==> src/rtl/johnson_seq_ctrl.sv <==
// Sequencing controller for a Johnson/ring phase generator: seeds a WIDTH-bit
// shift register on start, then advances it a programmed number of steps.
module johnson_seq_ctrl #(
  parameter int WIDTH = 4,
  parameter int CNT_W = 8
) (
  input  logic             clk,
  input  logic             reset,
  input  logic             start,
  input  logic [CNT_W-1:0] len,
  input  logic             mode,
  input  logic             dir,
  input  logic             hold,
  input  logic             abort,
  output logic [WIDTH-1:0] q,
  output logic             busy,
  output logic             done,
  output logic [CNT_W-1:0] steps_left
);

  typedef enum logic {
    IDLE = 1'b0,
    RUN  = 1'b1
  } state_t;

  state_t           state_q, state_d;
  logic [WIDTH-1:0] pat_q, pat_d;
  logic [CNT_W-1:0] cnt_q, cnt_d;
  logic             mode_q, mode_d;
  logic             dir_q, dir_d;
  logic             busy_q, busy_d;
  logic             done_q, done_d;

  logic accept;
  logic run_abort;
  logic run_shift;
  logic last_shift;

  // Ring mode starts with a single hot bit in the LSB; Johnson starts empty.
  function automatic logic [WIDTH-1:0] seed_of(input logic m);
    logic [WIDTH-1:0] s;
    s    = '0;
    s[0] = m;
    return s;
  endfunction

  function automatic logic [WIDTH-1:0] shift_of(input logic [WIDTH-1:0] p,
                                                input logic m,
                                                input logic d);
    logic [WIDTH-1:0] r;
    case ({m, d})
      2'b00:   r = {p[WIDTH-2:0], ~p[WIDTH-1]};
      2'b01:   r = {~p[0], p[WIDTH-1:1]};
      2'b10:   r = {p[WIDTH-2:0], p[WIDTH-1]};
      default: r = {p[0], p[WIDTH-1:1]};
    endcase
    return r;
  endfunction

  always_comb begin
    accept     = (state_q == IDLE) && start;
    run_abort  = (state_q == RUN) && abort;
    run_shift  = (state_q == RUN) && !abort && !hold;
    last_shift = run_shift && (cnt_q == CNT_W'(1));
  end

  always_ff @(posedge clk or negedge reset) begin
    if (!reset) begin
      state_q <= IDLE;
      pat_q   <= '0;
      cnt_q   <= '0;
      mode_q  <= 1'b0;
      dir_q   <= 1'b0;
      busy_q  <= 1'b0;
      done_q  <= 1'b0;
    end else begin
      state_q <= state_d;
      pat_q   <= pat_d;
      cnt_q   <= cnt_d;
      mode_q  <= mode_d;
      dir_q   <= dir_d;
      busy_q  <= busy_d;
      done_q  <= done_d;
    end
  end

  // A zero-length start never enters RUN; it only reseeds and pulses done.
  always_comb begin
    state_d = state_q;
    case (state_q)
      IDLE: if (accept && (len != '0)) state_d = RUN;
      RUN:  if (run_abort || last_shift) state_d = IDLE;
      default: state_d = IDLE;
    endcase
  end

  // Abort beats hold, and hold beats the shift, so a frozen run keeps its count.
  always_comb begin
    pat_d  = pat_q;
    cnt_d  = cnt_q;
    mode_d = mode_q;
    dir_d  = dir_q;
    busy_d = busy_q;
    done_d = 1'b0;
    if (accept) begin
      pat_d  = seed_of(mode);
      mode_d = mode;
      dir_d  = dir;
      cnt_d  = len;
      if (len != '0) begin
        busy_d = 1'b1;
      end else begin
        done_d = 1'b1;
      end
    end else if (run_abort) begin
      busy_d = 1'b0;
    end else if (run_shift) begin
      pat_d = shift_of(pat_q, mode_q, dir_q);
      cnt_d = cnt_q - CNT_W'(1);
      if (last_shift) begin
        busy_d = 1'b0;
        done_d = 1'b1;
      end
    end
  end

  always_comb begin
    q          = pat_q;
    busy       = busy_q;
    done       = done_q;
    steps_left = cnt_q;
  end

endmodule

==> config.mk <==
export PLATFORM = sky130hd
export DESIGN_NAME = johnson_seq_ctrl
export DESIGN_NICKNAME = d
export VERILOG_FILES = /design/src/rtl/johnson_seq_ctrl.sv
export SDC_FILE = /design/constraint.sdc
export NUM_CORES = 1
export LEC_CHECK = 0
export ABC_AREA = 1
export BUFFER_PORTS_ARGS = -buffer_cell sky130_fd_sc_hd__buf_4
export CAP_MARGIN = 40
export CORE_MARGIN = 10
export CORE_UTILIZATION = 40
export CTS_CLUSTER_DIAMETER = 50
export DETAILED_ROUTE_END_ITERATION = 16
export PLACE_DENSITY = 0.65
export SKIP_LAST_GASP = 1
export SLEW_MARGIN = 40
export SYNTH_ARGS = -nofsm -noshare
export SYNTH_HDL_FRONTEND = slang
export SYNTH_SLANG_ARGS = --single-unit
==> constraint.sdc <==
create_clock -name clk -period 2.4 [get_ports clk]
set_clock_uncertainty 0.05 [all_clocks]
set_input_delay 0.72 -clock clk [delete_from_list [all_inputs] [get_ports clk]]
set_output_delay 0.72 -clock clk [all_outputs]
set_load 0.1 [all_outputs]
* Yosys cells after proc, flatten, opt, wreduce, memory -nomap -nowiden
Cells that the tools add are included.
** Storage, ports and cells
- Bits in registers :: 17
- Bits of input ports :: 15
- Output and inout bits :: 14
- Logic and storage cells :: 52
** Cells by class
- $add $sub $neg :: 1
- Eq/ne operators :: 5
- Muxes and demuxes :: 20
- Bitwise operators :: 3
- Reduce and logical (&&, ||, !) cells :: 16
** Operator list (count)
- $mux W8 :: 3
- $mux W1 :: 12
- $mux W4 :: 3
- $pmux W4 S3 :: 1
- $eq A8 B1 Y1 const B :: 1
- $reduce_bool A8 Y1 :: 1
- $sub A8 B1 Y8 const B :: 1
- $logic_and A1 B1 Y1 :: 6
- $reduce_bool A3 Y1 :: 2
- $not A1 Y1 :: 3
- $reduce_and A3 Y1 :: 1
- $eq A2 B1 Y1 const B :: 1
- $eq A2 B2 Y1 const B :: 1
- $logic_not A1 Y1 :: 2
- $logic_not A2 Y1 :: 1
- $ne A2 B1 Y1 const B :: 1
- $ne A2 B2 Y1 const B :: 1
- $pmux W1 S2 :: 1
- $reduce_and A2 Y1 :: 1
- $reduce_bool A2 Y1 :: 1
- $logic_or A1 B1 Y1 :: 1

* Longest topological paths before layout
- Depth in word-level cells :: 8
- Mapped depth :: 8
- Mapped depth without buffers :: 7

* Worst setup path before layout
OpenSTA, ideal clock, no wires.
- Path type :: register to register
- From :: register cnt_q[0] (netlist: steps_left[0])
- To :: register cnt_q[4] (netlist: steps_left[4])
- Setup time :: 65 ps
- Data arrival time :: 1741 ps
- Path slack :: 544 ps
- Cell stages (with the launch flop) :: 7
- Period minus slack after synthesis :: 1856 ps
- Path through :: dfrtp_1 inv_1 ha_1 nand2_1 xor2_1 nand2_1 nand2_1
** Between the ends
- Longest elaborated chain between the ends :: 4
** RTL lines
- start, declared :: line 28 : logic [CNT_W-1:0] cnt_q, cnt_d;
- start signal, assigned :: line 79 : cnt_q <= cnt_d;
- $sub A8 B1 Y8 :: line 119 : cnt_d = cnt_q - CNT_W'(1);
- $mux W8 :: line 117 : end else if (run_shift) begin
- $mux W8 :: line 115 : end else if (run_abort) begin
- $mux W8 :: line 105 : if (accept) begin
Every way passes these cells. The select of a mux whose other input is x is not followed.
A chain may end at the register's enable or synchronous reset.

* Final worst setup path
- From :: register cnt_q[3] (netlist: steps_left[3])
- To :: output port steps_left[3]
** RTL lines
- end, declared :: line 18 : output logic [CNT_W-1:0] steps_left
No word-level cell between the ends.

==> metrics.md <==
| Metric | Value |
|---|---|
| CTS HTree Levels | `1` |
| Crit share post-route | `around four fifths` |
| Hpwl dp | `2.16 mm` |
| Hold Vio Cnt, Final | `0` |
| Worst setup EP type | `primary output` |
| Critical path peak fanout | `7` |
| F_max | `roughly 530 MHz` |
| Setup violators final | `0` |
| Vias in the first global route | `1028` |
| CP cell instances | `buf_4` |
| # hold bufs at CTS | `0` |
| Sequential share of the synthesized area | `42.1%` |
| Die width | `70.3 um` |
| Worst setup SP type | `register` |
| Reg power frac | `30.7%` |
| Detailed Route Iter0 Violations | `70` |
| Post-CTS Setup Inserts | `0` |
| Fin util | `approximately half` |
| EDFF count, synth | `0` |
| Post_cts resized | `0` |
| GPL Wtd Cong | `around 0.85` |
| Floorplan core area | `2450 um^2` |
| Initial Util | `between 40 and 50%` |
| Area delta synth->final | `26.1%` |
| Cell area power density | `1110 nW/um^2` |
| Dpl cell area | `between 1000 and 1500 um^2` |
| Die Height | `70.3 um` |
| Num CTS Buffers | `3` |
| Ys flop type | `dfrtp_1` |
| CP bufs+invs | `1` |
| Fillers | `245` |
| Yosys top cell area share | `42.1%` |
| Drt first pass iters | `4` |
| Wire length per cell | `13.1 um` |
| Commonest cells post-synth | `nand2_1, inv_1, dfrtp_1, nor2_1, o21ai_0` |
| First-pass GRT wire length | `4.56 mm` |
| WP data arrival | `1.11 ns` |
| Synthesized net count | `160` |
| Synth Cell Area | `1010 um^2` |
| Largest net degree at the start of global routing | `18` |
| Via Count | `between 900 and 1000` |
| CP max-delay cell | `dfrtp_1` |
| Power share of the combinational group | `58.3%` |
| Worst-Margin Slew | `0.281 ns` |
| Port buffer count | `28` |
| Via-to-Cell Ratio | `4.78` |
| RSZ-0062 raised after global routing | `no` |
| Async S/R FF share, synth | `100%` |
| Initial antenna violation count | `0` |
| Gr ovfl total | `0` |
| Register area | `425 um^2` |
| Clock insertion delay at the later pin of the skew report | `between 0.2 and 0.3 ns` |
| Crit Path Class | `register to primary output` |
| Cells after synthesis | `~140` |
| Setup Slack @ Placement | `just under 0.7 ns` |
| Pint | `0.603 mW` |
| Sw Ratio | `57.5%` |
| Min cycle time layout | `1.88 ns` |
| Area contributors post-synth | `dfrtp_1, nand2_1, inv_1` |
| Max-cap violation count | `0` |
| Footprint of the multi-input gates | `approximately 490 um^2` |
| ANT nets after route | `0` |
| Worst Hold Class | `primary input to asynchronous set/reset pin` |
| #FFs+latches synth | `17` |
| Fin area | `1270 um^2` |
| Clk buf depth | `2` |
| GRT Overall Usage | `10.8%` |
| Fin worst setup slack | `0.523 ns` |
| Clk pwr share | `between 10% and 20%` |
| # diodes | `0` |
| Warnings from Yosys | `0` |
| CTS root buf | `clkbuf_4` |
| Status | `finished clean` |
| I/O pins | `29` |
| Final wirelength | `2.68 mm` |
| Peak supply drop | `between 0.6 and 0.7 mV` |
| Leakage | `0.686 nW` |
| Rows | `18` |
| Switching power | `0.816 mW` |
| Max-slew headroom | `81.4%` |
| CP top delay family | `flip-flops` |
| Synth area leader | `dfrtp_1` |
| CTS tree | `done` |
| Slowest stage delay, CP | `0.48 ns` |
| CTS sink cnt | `17` |
| Clock transition at the registers of the reported paths | `0.11 ns` |
| Syn avg cell area | `7.07 um^2` |
| Total die area | `4940 um^2` |
| CP Data Required Time | `1.63 ns` |
| Synth cell types | `20` |
| Most frequent cell after synthesis | `nand2_1` |
| Nets | `192` |
| Layout cell share with drive strength beyond 1 | `22.4%` |
| Setup_tns | `0 ns` |
| Residual DRC count | `0` |
| Max-slew violation count | `0` |
path summary, 6_finish.rpt:
check	to	startpoint	slack, ns	cells after the start
worst min-delay path	q[1]	reset	0.22	1
worst max-delay path	steps_left[3]	steps_left[3]	0.52	1
min in group clk	busy	busy	0.48	2
worst min register to register	busy	busy	0.48	2
max in group asynchronous	steps_left[2]	reset	1.88	1
worst max register to register	steps_left[7]	steps_left[3]	1.10	5
layout make-up:
type                       count  share of cell area, %
inverter                      22                   6.58
multi-input combinational    103                   38.5
tap                           30                   2.94
clock inverter                 1                  0.393
sequential                    17                   33.4
clock buffer                   3                   1.77
timing repair buffer          28                   16.5
routing by layer:
| layer | GRT usage, % | share of wire (%) | up-vias |
|---|---|---|---|
| li1 | - | - | 512 |
| met1 | 11.7 | 43 | 435 |
| met2 | 19.2 | 49 | 24 |
| met3 | 3.39 | 6.4 | 4 |
| met4 | 3.73 | 1.4 | 0 |
| met5 | 0 | 0 | - |
cell families (layout without fill, tap and decap cells):
| kind of cell | Yosys count | in the layout | share of synthesized area (%) |
|---|---|---|---|
| AND/OR/NAND/NOR | 79 | 79 | 33.2 |
| AO/OA/AOI/OAI | 20 | 20 | 11.1 |
| buffers and inverters | 23 | 54 | 9.40 |
| XOR/XNOR | 2 | 2 | 1.73 |
| adder cells (fa/ha/maj) | 2 | 2 | 2.47 |
| flip-flops | 17 | 17 | 42.1 |
registers in the layout (all words and copies together), names as in the netlist:
register	cells
steps_left	8
q	4
busy	1
dir_q	1
done	1
mode_q	1
state_q	1
through the flow:
stage	hold slack, ns	total power [mW]	instances
CTS	0.220	1.43	204
finish	0.224	1.42	204
floorplan	0.374	1.08	143
detailed placement	0.459	1.27	200
global placement	0.454	1.26	200
global route	0.219	1.50	204
power by group through the flow:
stage / sequential (mW) / combinational (mW) / clock (mW)
final: 0.436 / 0.827 / 0.156
after detailed placement: 0.440 / 0.830 / 0
after floorplan: 0.841 / 0.235 / 0
after global placement: 0.439 / 0.826 / 0
after CTS: 0.435 / 0.831 / 0.163
after global routing: 0.449 / 0.883 / 0.172
placed cells by master (no fill, tap or decap), types with 3 or more instances in the layout:
cell and n:
nand2_1 48, buf_4 28, inv_1 18, nor2_1 17, dfrtp_1 17, o21ai_0 11, nand3_1 7, o211ai_1 4
inv_2 3, clkbuf_4 3
No activity file was read; power rests on OpenSTA's default activity.
